## src/rtl/mips_defs.sv

```systemverilog
// Shared fetch-side definitions: state encoding, widths and the default reset PC.
package mips_defs;

  localparam int INST_W = 32;
  localparam int PC_INC = 4;
  localparam logic [31:0] DEFAULT_RESET_PC = 32'h0000_0000;

  typedef enum logic [1:0] {
    IDLE = 2'd0,
    REQ  = 2'd1,
    WAIT = 2'd2,
    FULL = 2'd3
  } fetch_state_t;

endpackage

```

## src/rtl/fetch_pc_reg.sv

```systemverilog
// Next-fetch PC register. Flush beats redirect beats the post-grant increment.
module fetch_pc_reg
  import mips_defs::*;
#(
  parameter int            AW       = 32,
  parameter logic [AW-1:0] RESET_PC = '0
) (
  input  logic          clk,
  input  logic          rst,
  input  logic          inc_en,
  input  logic          redirect_valid,
  input  logic [AW-1:0] redirect_pc,
  input  logic          flush_valid,
  input  logic [AW-1:0] flush_pc,
  output logic [AW-1:0] pc_q
);

  localparam logic [AW-1:0] ALIGN_MASK = ~AW'(3);

  logic [AW-1:0] pc_d;

  always_comb begin
    pc_d = pc_q;
    if (flush_valid) begin
      pc_d = flush_pc & ALIGN_MASK;
    end else if (redirect_valid) begin
      pc_d = redirect_pc & ALIGN_MASK;
    end else if (inc_en) begin
      pc_d = pc_q + AW'(PC_INC);
    end
  end

  always_ff @(posedge clk or posedge rst) begin
    if (rst) begin
      pc_q <= RESET_PC;
    end else begin
      pc_q <= pc_d;
    end
  end

endmodule

```

## src/rtl/inst_fetch_ctrl.sv

```systemverilog
// Instruction fetch initiator: one outstanding imem read, single-entry buffer toward IF_ID.
//
// state | meaning
// IDLE  | first cycle after reset, nothing issued
// REQ   | imem_req high at pc, waiting for gnt
// WAIT  | read granted, waiting for rvalid (discard set -> drop it)
// FULL  | entry buffered toward IF_ID, next fetch issued once out_ready
module inst_fetch_ctrl
  import mips_defs::*;
#(
  parameter int            AW       = 32,
  parameter logic [AW-1:0] RESET_PC = AW'(DEFAULT_RESET_PC)
) (
  input  logic              clk,
  input  logic              rst,
  output logic              imem_req,
  output logic [AW-1:0]     imem_addr,
  input  logic              imem_gnt,
  input  logic              imem_rvalid,
  input  logic [INST_W-1:0] imem_rdata,
  output logic              out_valid,
  output logic [AW-1:0]     out_pc,
  output logic [INST_W-1:0] out_inst,
  input  logic              out_ready,
  input  logic              redirect_valid,
  input  logic [AW-1:0]     redirect_pc,
  input  logic              flush_valid,
  input  logic [AW-1:0]     flush_pc
);

  fetch_state_t      state_q, state_d;
  logic              discard_q, discard_d;
  logic              out_valid_q, out_valid_d;
  logic [AW-1:0]     out_pc_q, out_pc_d;
  logic [INST_W-1:0] out_inst_q, out_inst_d;
  logic [AW-1:0]     issued_q, issued_d;
  logic [AW-1:0]     pc_q;
  logic              issue;

  fetch_pc_reg #(
    .AW       (AW),
    .RESET_PC (RESET_PC)
  ) u_pc (
    .clk            (clk),
    .rst            (rst),
    .inc_en         (issue),
    .redirect_valid (redirect_valid),
    .redirect_pc    (redirect_pc),
    .flush_valid    (flush_valid),
    .flush_pc       (flush_pc),
    .pc_q           (pc_q)
  );

  assign issue     = imem_req & imem_gnt;
  assign imem_addr = {pc_q[AW-1:2], 2'b00};
  assign out_valid = out_valid_q;
  assign out_pc    = out_pc_q;
  assign out_inst  = out_inst_q;

  always_comb begin
    state_d     = state_q;
    discard_d   = discard_q;
    out_valid_d = out_valid_q;
    out_pc_d    = out_pc_q;
    out_inst_d  = out_inst_q;
    issued_d    = issued_q;
    imem_req    = 1'b0;

    case (state_q)
      IDLE: state_d = REQ;
      REQ: begin
        imem_req = 1'b1;
        if (imem_gnt) state_d = WAIT;
      end
      WAIT: begin
        if (imem_rvalid) begin
          if (discard_q) begin
            discard_d = 1'b0;
            state_d   = REQ;
          end else begin
            out_pc_d    = issued_q;
            out_inst_d  = imem_rdata;
            out_valid_d = 1'b1;
            state_d     = FULL;
          end
        end
      end
      FULL: begin
        if (out_ready) begin
          imem_req    = 1'b1;
          out_valid_d = 1'b0;
          state_d     = imem_gnt ? WAIT : REQ;
        end
      end
      default: state_d = IDLE;
    endcase

    if (issue) issued_d = pc_q;

    // A read still in flight after the flush must be drained before refetching.
    if (flush_valid) begin
      out_valid_d = 1'b0;
      if (issue || (state_q == WAIT && !imem_rvalid)) begin
        state_d   = WAIT;
        discard_d = 1'b1;
      end else begin
        state_d   = REQ;
        discard_d = 1'b0;
      end
    end
  end

  always_ff @(posedge clk or posedge rst) begin
    if (rst) begin
      state_q     <= IDLE;
      discard_q   <= 1'b0;
      out_valid_q <= 1'b0;
      out_pc_q    <= '0;
      out_inst_q  <= '0;
      issued_q    <= '0;
    end else begin
      state_q     <= state_d;
      discard_q   <= discard_d;
      out_valid_q <= out_valid_d;
      out_pc_q    <= out_pc_d;
      out_inst_q  <= out_inst_d;
      issued_q    <= issued_d;
    end
  end

endmodule
```

## config.mk

```make
export PLATFORM = sky130hd
export DESIGN_NAME = inst_fetch_ctrl
export DESIGN_NICKNAME = d
export VERILOG_FILES = /design/src/rtl/mips_defs.sv /design/src/rtl/fetch_pc_reg.sv /design/src/rtl/inst_fetch_ctrl.sv
export SDC_FILE = /design/constraint.sdc
export NUM_CORES = 1
export LEC_CHECK = 0
export CORE_ASPECT_RATIO = 1.1
export CORE_MARGIN = 5
export CORE_UTILIZATION = 47
export CTS_BUF_LIST = sky130_fd_sc_hd__clkbuf_4
export DETAILED_ROUTE_END_ITERATION = 12
export GPL_TIMING_DRIVEN = 0
export HOLD_SLACK_MARGIN = 0.08
export PLACE_DENSITY_LB_ADDON = 0.08
export SYNTH_ARGS = -nofsm -noshare
export SYNTH_HDL_FRONTEND = slang
export SYNTH_SLANG_ARGS = --single-unit
```

## constraint.sdc

```tcl
create_clock -name clk -period 5.9 [get_ports clk]
set_input_delay 1.18 -clock clk [delete_from_list [all_inputs] [get_ports clk]]
set_output_delay 1.18 -clock clk [all_outputs]
set_load 0.02 [all_outputs]
```

==> results.cfg <==
[route]
dr_total_vias = 5348
drcViolationCount = 0
via_per_inst = 5.56
firstDrtPassIters = 5
drt-total-wl_mm = 18.3
ant_nets = 0
drtIter0Drc = 358
wl_per_cell_um = 19.0

[run_status]
outcome = completed

[clock_network]
post-cts-setup-buffers = 0
ctsHtreeMaxLevel = 4
clk_latency_ns = 0.55
ctsHoldBuffers = 0
cts_tree = built
root_buffer = clkbuf_4
cts_made_buffers = 17
clk_path_buf_depth = 2
cts.sinks = 126
path_clk_slew_ns = 0.11
cts.repair.resized = 0

[min_path]
hold_path.startpoint = issued_q[30]$_DFFE_PP0P_
hp-class = reg2reg
whs_path_depth = 2
hold_end = issued_q[30]$_DFFE_PP0P_

[logic_synthesis]
synthTopCellsByArea = dfrtp_1 53%, mux2_2 11%, nand2_1 7.8%, a22oi_1 1.9%, a21oi_1 1.8%
ys.flop_type = dfrtp_1
syn_area_per_cell_um2 = 10.4
synth_cell_types = 57
yosys_register_bits = 126
synth_compound_area_share_pct = 10.1
synth_top_family_by_area = simple AND/OR/NAND/NOR gates
synthCells = 577
yosys_warnings = 0
yosys.area.top_type = dfrtp_1
synth_enable_flop_cells = 0
synth.most_common_cell = dfrtp_1
synth-seq-area-share_pct = 52.7
synth.area.mux_share_pct = 13.7
synth-async-reset-ratio_pct = 100
synth_xor_xnor_area_share_pct = 2.20
syn-cell-area_um2 = 5980
yosysTopAreaCellShare_pct = 52.7
yosys-top-cells-count = 126 x dfrtp_1, 125 x nand2_1, 59 x mux2_2, 22 x a21oi_1, 20 x o21ai_0
synthAdderAreaFrac_pct = 0.209
synthSimpleGateAreaFrac_pct = 17.5

[timing]
hold_viol_final = 0
min_period_ns = 3.81
max_slew_margin_pct = 35.6
tns_ns = 0
setup_viol = 0
rsz0062_at_grt = no
fin_hold_ws_ns = 0.485
worst_clock_skew_ns = 0.0184
drv_slew = 0
max_freq_ghz = 0.262
period_share_pct = 64.6
max_slew.worst_pin.slew_ns = 0.959

[global_route]
grt_max_degree = 71
grt_usage_pct = 24.4
grt_overflow = 0
grt_pass1_vias = 5632
grt_pass1_wl_mm = 29.2
antenna_found_initial = 1

[setup_path]
criticalPathCategory = in2out
path_max_fanout = 3
cp-end-kind = output pin
r2r-start = u_pc.pc_q[3]$_DFFE_PP0P_
arrival_ns = 2.63
r2r-end = u_pc.pc_q[28]$_DFFE_PP0P_
critPathRequiredTime_ns = 4.72
critPathLaunchType = input pin
rr_worst_depth = 6
reg2reg_slack_ns = 3.37

[run]
maxCapViolCount = 0

[place]
dpl.hpwl_mm = 13.6
gp_congestion = 0.934
io_buffers = 191

[floorplanning]
num_rows = 43
die_height_um = 128
fp.dieW_um = 118
die_area_um2 = 15100
core_um2 = 12500
ios = 201
initial_core_util_pct = 47.7

[power_and_ir_drop]
peakVddDrop_v = 0.000280
p_per_area_nw_per_um2 = 397
leakagePower_nw = 3.63
power.total_mw = 3.34

[cells_and_area]
final_nets = 895
drive_gt1_share_pct = 13.3
syn2layout_area_growth_pct = 40.6
fillers = 1051
==> area by class of cell <==
type                            instances  area, um^2  area share [%]
Antenna cell                            1        2.50          0.0298
Inverter                                9        38.8           0.461
Multi-Input combinational cell        405        2630            31.3
Tap cell                              157         196            2.34
Sequential cell                       126        3150            37.5
Clock inverter                         15         145            1.73
Buffer                                 40         176            2.10
Timing Repair Buffer                  192        1940            23.1
Clock buffer                           17         128            1.52
==> power breakdown <==
group / internal (mW) / leakage (nW) / switching, mW
clock: 0.248 / 0.133 / 0.339
sequential: 1.17 / 1.56 / 0.198
combinational: 0.708 / 1.94 / 0.675
==> cells in the final DEF, fill, tap and decap left out, types with 15 or more instances in the layout <==
master and n:
clkdlybuf4s50_1 191, dfrtp_1 126, nand2_1 125, mux2_2 59
a21oi_1 22, o21ai_0 20, clkbuf_1 19, nor2_1 19
clkbuf_4 17, a22oi_1 15
==> worst max-delay path, cell delays in order <==
cell and delay [ns]:
clkdlybuf4s50_1 0.52, nand2b_1 0.16, and2_1 0.17, clkdlybuf4s50_1 0.61
==> how the worst max path moves through the flow <==
stage                          from                       end  slack, ns  cells past startpoint
after CTS                 out_ready                  imem_req       2.09                      4
after global routing      out_ready                  imem_req       2.02                      4
after floorplan                 rst     discard_q$_DFFE_PP0P_       1.36                      1
final                     out_ready                  imem_req       2.09                      4
after global placement          rst  u_pc.pc_q[9]$_DFFE_PP0P_      -0.30                      2
after detailed placement  out_ready                  imem_req       2.10                      4
==> flip-flops by register name, summed over array words and instances, names as in the netlist <==
signal / cells
out_valid: 1
out_inst: 32
out_pc: 30
discard_q: 1
state_q: 2
issued_q: 30
u_pc.pc_q: 30
==> layer usage <==
layer  GRT usage (%)  routed length, um  up-vias
li1                -                  -     2461
met1            28.9               7380     2583
met2            40.5               8800      266
met3            8.38               1550       38
met4            10.5                534        0
met5               0                  0        -
==> kinds of logic after synthesis <==
family	after synthesis
flops	126
fa+ha+maj	1
compound gates	91
simple gates	220
xor+xnor	15
buf+inv	49
mux	74
other cells	1
==> stage by stage <==
stage	utilization (%)	instances	area [um^2]	setup slack, ns
floorplan	-	580	5990	1.36
global placement	64.6	928	8100	-0.305
detailed placement	64.9	929	8130	2.10
CTS	67.0	961	8400	2.09
global route	67.1	962	8410	2.02
finish	67.1	962	8410	2.09
No activity file was read; power rests on OpenSTA's default activity.
